## src/rtl/boot_sequencer_if.sv

```systemverilog
// Programmer-side bus of the boot sequencer: download handshake, write
// strobe/address from the UART programmer, and the programmer reset plus
// the steered memory write enables going back out.
interface boot_sequencer_if;
    logic        upg_done_i;
    logic        upg_wen_i;
    logic [14:0] upg_adr_i;
    logic        upg_rst_o;
    logic        rom_wen_o;
    logic        ram_wen_o;

    modport master (
        output upg_done_i,
        output upg_wen_i,
        output upg_adr_i,
        input  upg_rst_o,
        input  rom_wen_o,
        input  ram_wen_o
    );

    modport slave (
        input  upg_done_i,
        input  upg_wen_i,
        input  upg_adr_i,
        output upg_rst_o,
        output rom_wen_o,
        output ram_wen_o
    );
endinterface

```

## src/rtl/boot_sequencer.sv

```systemverilog
// Run/program mode controller for the single-cycle CPU. Debounces the
// program-start button, keeps the UART programmer in reset outside a
// download, holds the CPU in reset while programming, steers programmer
// writes to the instruction ROM or data RAM, and stretches the CPU reset
// for a fixed number of cycles before handing control back to the CPU.
module boot_sequencer #(
    parameter int DEBOUNCE_CYCLES = 1_000_000,
    parameter int HOLD_CYCLES     = 16
) (
    input  logic                   clock,
    input  logic                   reset,
    input  logic                   start_pg,
    boot_sequencer_if.slave        upg,
    output logic                   cpu_rst_o,
    output logic [1:0]             mode_o,
    output logic [15:0]            word_cnt_o,
    output logic                   err_o
);

    typedef enum logic [1:0] {
        ST_RUN  = 2'b00,
        ST_ARM  = 2'b01,
        ST_PROG = 2'b10,
        ST_HOLD = 2'b11
    } state_t;

    localparam logic [19:0] DEB_LAST  = 20'(DEBOUNCE_CYCLES - 1);
    localparam logic [7:0]  HOLD_LAST = 8'(HOLD_CYCLES - 1);

    state_t      state;
    logic [7:0]  hold_cnt;
    logic [1:0]  sync_q;
    logic        sync_lvl;
    logic [19:0] deb_cnt;
    logic        armed;
    logic        press;
    logic        upg_rst_q;
    logic        in_download;

    assign sync_lvl = sync_q[1];

    // A press fires once when the level has been stable for the full window
    // and the button has been released since the previous press.
    assign press = sync_lvl & armed & (deb_cnt == DEB_LAST);

    // Two-flop synchronizer for the asynchronous button.
    always_ff @(posedge clock or posedge reset) begin
        if (reset) begin
            sync_q <= 2'b00;
        end else begin
            sync_q <= {sync_q[0], start_pg};
        end
    end

    // Count consecutive high cycles; saturate so a held button cannot wrap.
    always_ff @(posedge clock or posedge reset) begin
        if (reset) begin
            deb_cnt <= 20'd0;
        end else if (!sync_lvl) begin
            deb_cnt <= 20'd0;
        end else if (deb_cnt != DEB_LAST) begin
            deb_cnt <= deb_cnt + 20'd1;
        end
    end

    // Re-arm latch: cleared by a press, set again once the button is low.
    always_ff @(posedge clock or posedge reset) begin
        if (reset) begin
            armed <= 1'b1;
        end else if (!sync_lvl) begin
            armed <= 1'b1;
        end else if (press) begin
            armed <= 1'b0;
        end
    end

    // Mode FSM with registered reset outputs, word counter and error flag.
    always_ff @(posedge clock or posedge reset) begin
        if (reset) begin
            state      <= ST_HOLD;
            hold_cnt   <= HOLD_LAST;
            upg_rst_q  <= 1'b1;
            cpu_rst_o  <= 1'b1;
            word_cnt_o <= 16'd0;
            err_o      <= 1'b0;
        end else begin
            case (state)
                ST_RUN: begin
                    if (press) begin
                        state      <= ST_ARM;
                        upg_rst_q  <= 1'b0;
                        cpu_rst_o  <= 1'b1;
                        word_cnt_o <= 16'd0;
                        err_o      <= 1'b0;
                    end
                end
                ST_ARM, ST_PROG: begin
                    if (upg.upg_wen_i && (word_cnt_o != 16'hFFFF)) begin
                        word_cnt_o <= word_cnt_o + 16'd1;
                    end
                    if (upg.upg_done_i) begin
                        state     <= ST_HOLD;
                        hold_cnt  <= HOLD_LAST;
                        upg_rst_q <= 1'b1;
                        if (state == ST_ARM) begin
                            err_o <= 1'b1;
                        end
                    end else if (press) begin
                        state     <= ST_HOLD;
                        hold_cnt  <= HOLD_LAST;
                        upg_rst_q <= 1'b1;
                    end else if (upg.upg_wen_i && (state == ST_ARM)) begin
                        state <= ST_PROG;
                    end
                end
                ST_HOLD: begin
                    if (hold_cnt == 8'd0) begin
                        state     <= ST_RUN;
                        cpu_rst_o <= 1'b0;
                    end else begin
                        hold_cnt <= hold_cnt - 8'd1;
                    end
                end
                default: begin
                    state     <= ST_HOLD;
                    hold_cnt  <= HOLD_LAST;
                    upg_rst_q <= 1'b1;
                    cpu_rst_o <= 1'b1;
                end
            endcase
        end
    end

    assign in_download   = (state == ST_ARM) || (state == ST_PROG);
    assign upg.upg_rst_o = upg_rst_q;
    assign upg.rom_wen_o = in_download & upg.upg_wen_i & ~upg.upg_adr_i[14];
    assign upg.ram_wen_o = in_download & upg.upg_wen_i &  upg.upg_adr_i[14];
    assign mode_o        = state;

endmodule

```

## src/flat_wrapper.sv

```systemverilog
// flat-port wrapper written by rule: the top's interface ports become plain ports
module boot_sequencer_flat 
#(
    parameter int DEBOUNCE_CYCLES = 1_000_000,
    parameter int HOLD_CYCLES     = 16
)
  (clock, reset, start_pg, cpu_rst_o, mode_o, word_cnt_o, err_o, upg_upg_done_i, upg_upg_wen_i, upg_upg_adr_i, upg_upg_rst_o, upg_rom_wen_o, upg_ram_wen_o);
  boot_sequencer_if upg_i ();
  input  logic clock;
  input  logic reset;
  input  logic start_pg;
  output logic cpu_rst_o;
  output logic [1:0] mode_o;
  output logic [15:0] word_cnt_o;
  output logic err_o;
  input wire logic [$bits(upg_i.upg_done_i)-1:0] upg_upg_done_i;
  input wire logic [$bits(upg_i.upg_wen_i)-1:0] upg_upg_wen_i;
  input wire logic [$bits(upg_i.upg_adr_i)-1:0] upg_upg_adr_i;
  output wire logic [$bits(upg_i.upg_rst_o)-1:0] upg_upg_rst_o;
  output wire logic [$bits(upg_i.rom_wen_o)-1:0] upg_rom_wen_o;
  output wire logic [$bits(upg_i.ram_wen_o)-1:0] upg_ram_wen_o;
  assign upg_i.upg_done_i = upg_upg_done_i;
  assign upg_i.upg_wen_i = upg_upg_wen_i;
  assign upg_i.upg_adr_i = upg_upg_adr_i;
  assign upg_upg_rst_o = upg_i.upg_rst_o;
  assign upg_rom_wen_o = upg_i.rom_wen_o;
  assign upg_ram_wen_o = upg_i.ram_wen_o;
  boot_sequencer #(.DEBOUNCE_CYCLES(DEBOUNCE_CYCLES), .HOLD_CYCLES(HOLD_CYCLES)) u_core (.clock(clock), .reset(reset), .start_pg(start_pg), .upg(upg_i), .cpu_rst_o(cpu_rst_o), .mode_o(mode_o), .word_cnt_o(word_cnt_o), .err_o(err_o));
endmodule
```

## config.mk

```make
export PLATFORM = sky130hd
export DESIGN_NAME = boot_sequencer_flat
export DESIGN_NICKNAME = d
export VERILOG_FILES = /design/src/rtl/boot_sequencer_if.sv /design/src/rtl/boot_sequencer.sv /design/src/flat_wrapper.sv
export SDC_FILE = /design/constraint.sdc
export NUM_CORES = 1
export LEC_CHECK = 0
export CORE_MARGIN = 2
export CORE_UTILIZATION = 40
export DETAILED_ROUTE_END_ITERATION = 16
export DONT_BUFFER_PORTS = 1
export HOLD_SLACK_MARGIN = 0.08
export PLACE_DENSITY_LB_ADDON = 0.12
export SLEW_MARGIN = 20
export SYNTH_ARGS = -nofsm -noshare
export SYNTH_HDL_FRONTEND = slang
export SYNTH_SLANG_ARGS = --single-unit
```

## constraint.sdc

```tcl
create_clock -name clock -period 5.5 [get_ports clock]
set_input_delay 1.1 -clock clock [delete_from_list [all_inputs] [get_ports clock]]
set_output_delay 1.1 -clock clock [all_outputs]
set_load 0.005 [all_outputs]
```

; ---- Word-level counts from Yosys, hierarchy flattened
; Cells that the tools add are included.
[word_totals]
ff_bits = 52
inputBits = 20
out_inout_bits = 23
elab_cells = 74
[classes]
addsub = 3
n_eq_ne = 16
muxes = 25
bitwise = 6
reduce_logical = 15
[ops]
columns = operator, n
row1 = 20-bit two-way mux, 2
row2 = 16-bit two-way mux, 2
row3 = 16-bit one-hot mux with 2 select lines, 1
row4 = 8-bit two-way mux, 3
row5 = 20-bit by 1-bit adder with 20-bit output (second input constant), 1
row6 = 20-bit == test (second input constant), 1
row7 = 20-bit inequality test (second input constant), 1
row8 = 16-bit by 1-bit adder with 16-bit output (second input constant), 1
row9 = 16-bit inequality test (second input constant), 1
row10 = 8-bit one-hot mux with 2 select lines, 1
row11 = 3-bit AND reduction, 5
row12 = 2-bit two-way mux, 5
row13 = 8-bit zero test, 1
row14 = 2-bit by 1-bit inequality test with 1-bit output (second input constant), 4
row15 = 2-bit inequality test (second input constant), 4
row16 = 8-bit by 1-bit subtractor with 8-bit output (second input constant), 1
row17 = 1-bit two-way mux, 7
row18 = 1-bit one-hot mux with 2 select lines, 3
row19 = 2-bit one-hot mux with 3 select lines, 1
row20 = 2-bit nonzero test, 3
row21 = 1-bit AND, 5
row22 = 2-bit == test (second input constant), 2
row23 = 4-bit by 2-bit inequality test with 1-bit output (second input constant), 1
row24 = 4-bit AND reduction, 1
row25 = other kinds (7), 8

; ---- Logic depth before layout (Yosys ltp)
[logic_depth]
ltp_word = 6
ltp_mapped = 8
mapped_depth_nobuf = 7

; ---- Worst setup path before layout
; No wires, ideal clock.
[synth_path]
kind = flip-flop to output port
from = register u_core.state[0] (netlist: u_core.mode_o[0])
to = output port upg_ram_wen_o
arrival_ns = 1.653
required_time_ns = 4.400
setup_slack_ns = 2.747
stages_incl_launch_ff = 6
n_path_buf = 2
cell_sequence = dfstp_2 -> inv_1 -> ha_1 -> clkbuf_1 -> buf_1 -> and3_1
[synth_between]
elab_chain_len = 4
elab_cells_between_ends = 5
[synth_lines]
columns = element, line
row1 = start: declaration, boot_sequencer.sv:30  ; state_t state;
row2 = start signal: assignment, boot_sequencer.sv:80  ; state <= ST_HOLD;
row3 = start signal: assignment, boot_sequencer.sv:90  ; state <= ST_ARM;
row4 = start signal: assignment, boot_sequencer.sv:102  ; state <= ST_HOLD;
row5 = 2-bit by 1-bit == test with 1-bit output or 2-bit == test (tied branches), boot_sequencer.sv:134  ; assign in_download = (state == ST_ARM) || (state == ST_PROG);
row6 = 1-bit logical OR (*), boot_sequencer.sv:134
row7 = via u_core.in_download, boot_sequencer.sv:38  ; logic in_download;
row8 = 1-bit AND (*) (2 in a row), boot_sequencer.sv:137  ; assign upg.ram_wen_o = in_download & upg.upg_wen_i & upg.upg_adr_i[14];
row9 = end: declaration, flat_wrapper.sv:21  ; output wire logic [$bits(upg_i.ram_wen_o)-1:0] upg_ram_wen_o;
; Mark *: on every way through the listed nets, which the timed path passes. The rest lies on a longest branch.

; ---- Worst setup path after layout
[layout_path]
from = register u_core.state[1] (netlist: u_core.mode_o[1])
to = output port upg_ram_wen_o
; Same word-level chain as after synthesis.

==> results.sh <==
export IMPL_async_flop_share_pct=100
export IMPL_min_period_ps=3120
export IMPL_drt_iter0_markers=110
export IMPL_grt_overflow=0
export IMPL_cts_buffer_depth=2
export IMPL_hold_depth=0
export IMPL_antenna_cells=0
export IMPL_grt_max_degree=53
export IMPL_layout_nets=337
export IMPL_vias=2364
export IMPL_antenna_found_initial=0
export IMPL_wl_per_cell_um=16.2
export IMPL_tightest_slew_ps=760
export IMPL_cp_data_arrival_time_ps=2020
export IMPL_holdBufCountCts=0
export IMPL_required_ps=4400
export IMPL_timing_rr_start="u_core.mode_o[1]"
export IMPL_synth_top_area_cell="dfrtp_1"
export IMPL_top_layer="met4"
export IMPL_yosysUniqueCellTypes=54
export IMPL_synth_edf_count=0
export IMPL_r2r_slack_ps=2490
export IMPL_crit_start="u_core.mode_o[1]"
export IMPL_power_density_nw_per_um2=372
export IMPL_route_met2_wl_um=3040
export IMPL_synth_seq_cells=52
export IMPL_cts_resized=0
export IMPL_synth_fp_nets=337
export IMPL_drive_gt1_share_pct=9.35
export IMPL_io_pins=43
export IMPL_fin_crit_sh_pct=56.7
export IMPL_nFillCells=757
export IMPL_wl_met3_um=309
export IMPL_holdWs_ps=362
export IMPL_clkTransAtPathRegs_ps=100
export IMPL_cts_sinks=52
export IMPL_grt_pass1_wl_um=11200
export IMPL_initial_core_util_pct=41.4
export IMPL_firstDrtPassIters=4
export IMPL_yosysTopAreaCellShare_pct=35.6
export IMPL_syn_to_final_growth_pct=6.09
export IMPL_wirelength_um=6630
export IMPL_wl_met1_um=3190
export IMPL_whs_endpoint="u_core.sync_q[1]"
export IMPL_cp_max_fo=21
export IMPL_die_width_um=90.9
export IMPL_hp_start="u_core.sync_q[0]"
export IMPL_die_h_um=90.9
export IMPL_finalHoldViolCount=0
export IMPL_tritoncts="done"
export IMPL_max_freq_mhz=321
export IMPL_slew_headroom_pct=48.8
export IMPL_clk_latency_ps=310
export IMPL_irDropWorstVdd_mv=0.146
export IMPL_routed_via_density=5.78
export IMPL_row_count=31
export IMPL_hp_class="reg2reg"
export IMPL_ys_top_cells_by_area="dfrtp_1, dfstp_2, and2_1, o21ai_0, ha_1"
export IMPL_ant_nets=0
export IMPL_tns_ps=0
export IMPL_p_leak_uw=0.00130
export IMPL_synthCells=309
export IMPL_ctsHtreeMaxLevel=2
export IMPL_outcome="finished clean"
export IMPL_route_detailed_drc=0
export IMPL_path_class="reg2out"
export IMPL_fin_util_pct=44.0
export IMPL_final_max_slew_viol_count=0
export IMPL_drv_cap=0
export IMPL_cts_setup_buffers=0
export IMPL_gp_congestion=0.799
export IMPL_ys_seq_area_share_pct=43.4
export IMPL_setup_viol=0
export IMPL_synth_area_um2=3020
export IMPL_avgSynthCellArea_um2=9.78
export IMPL_ys_flop_type="dfrtp_1"
export IMPL_start_kind="flip-flop"
export IMPL_endpoint_kind="output port"
export IMPL_hpwl_um=4470
export IMPL_ys_warn_count=0
export IMPL_ff2ff_path_depth=7
export IMPL_cts_root_buffer="clkbuf_8"
export IMPL_r2r_end="u_core.word_cnt_o[10]"
export IMPL_grt_usage_pct=16.5
export IMPL_core_area_um2=7290
export IMPL_cts_buffers=5
export IMPL_die_area_um2=8270
export IMPL_grt_pass1_vias=2210
export IMPL_fin_skew_ps=6.32
export IMPL_rsz0062_at_grt="false"
export IMPL_io_buffers=0
==> where the power goes <==
group	switching, uW	internal, uW	total, uW
sequential	51.4	434	486
clock	136	90.9	227
combinational	301	180	480
total	488	705	1190
==> cell type report <==
class	count	area [um2]	area share, %
Tap cell	99	124	3.86
Timing Repair Buffer	2	15.0	0.468
Clock inverter	2	16.3	0.507
Sequential cell	52	1310	40.9
Inverter	18	67.6	2.11
Multi-Input combinational cell	230	1600	49.8
Clock buffer	6	72.6	2.26
==> worst max path at each step <==
stage | to | slack, ps
3_3_place_gp | u_core.word_cnt_o[10] | 2470
6_report | upg_ram_wen_o | 2380
5_1_grt | u_core.word_cnt_o[10] | 2180
2_1_floorplan | upg_ram_wen_o | 2750
3_5_place_dp | u_core.word_cnt_o[10] | 2480
4_1_cts | upg_ram_wen_o | 2360
==> Yosys cell counts, types with 8 or more instances <==
| cell type | number |
|---|---|
| dfrtp_1 | 43 |
| nand2_1 | 21 |
| o21ai_0 | 21 |
| inv_1 | 18 |
| and2_1 | 17 |
| nand3_1 | 12 |
| a21oi_1 | 10 |
| nor2_1 | 10 |
| o31ai_1 | 10 |
| or4_1 | 10 |
| dfstp_2 | 9 |
| nand4_1 | 9 |
| xnor2_1 | 9 |
| and3_1 | 8 |
| ha_1 | 8 |
==> registers in the layout, summed over array words and instances (netlist names) <==
| register | cells |
|---|---|
| u_core.armed | 1 |
| u_core.mode_o | 2 |
| u_core.deb_cnt | 20 |
| u_core.word_cnt_o | 16 |
| u_core.sync_q | 2 |
| u_core.cpu_rst_o | 1 |
| u_core.upg.upg_rst_o | 1 |
| u_core.err_o | 1 |
| u_core.hold_cnt | 8 |
==> kinds of logic (layout without fill, tap and decap cells) <==
logic type	after synthesis	count (layout)	synth area share (%)
AOI/OAI and AO/OA	83	83	19.5
xor gates and xnor gates	15	15	4.35
adders and majority gates	8	8	3.31
buffers and inverters	27	28	3.69
DFF	52	52	43.4
muxes	5	5	1.70
and+or+nand+nor	119	119	24.0
==> per-layer routing <==
layer | up-vias | GRT usage, %
li1 | 1155 | -
met1 | 1165 | 21.8
met2 | 37 | 26.2
met3 | 7 | 4.34
met4 | 0 | 5.43
met5 | - | 0
==> critical path, stage by stage (launching register included) <==
cell     delay [ps]
dfstp_2         580
inv_1            80
ha_1            760
and3_1          280
==> layout by cell type, fill, tap and decap left out, types with 6 or more instances in the layout <==
master	n
ha_1	8
xnor2_1	9
nand3_1	12
or3_1	6
dfrtp_1	43
and3_1	8
inv_1	17
nor3_1	6
a21oi_1	10
nand4_1	9
and2_1	17
o31a_1	6
nand2_1	21
or4_1	10
dfstp_2	9
o31ai_1	10
nor2_1	10
o21ai_0	21
xor2_1	6
==> stage by stage <==
step                power, uW  cell area, um2  cells  worst slack, ps
detailed placement        978            3120    401             2480
global placement          965            3120    401             2470
floorplan                 869            3020    309             2750
global route             1290            3210    409             2180
finish                   1190            3210    409             2380
CTS                      1210            3210    409             2360
Note: power is estimated with default switching activity, not from simulation.
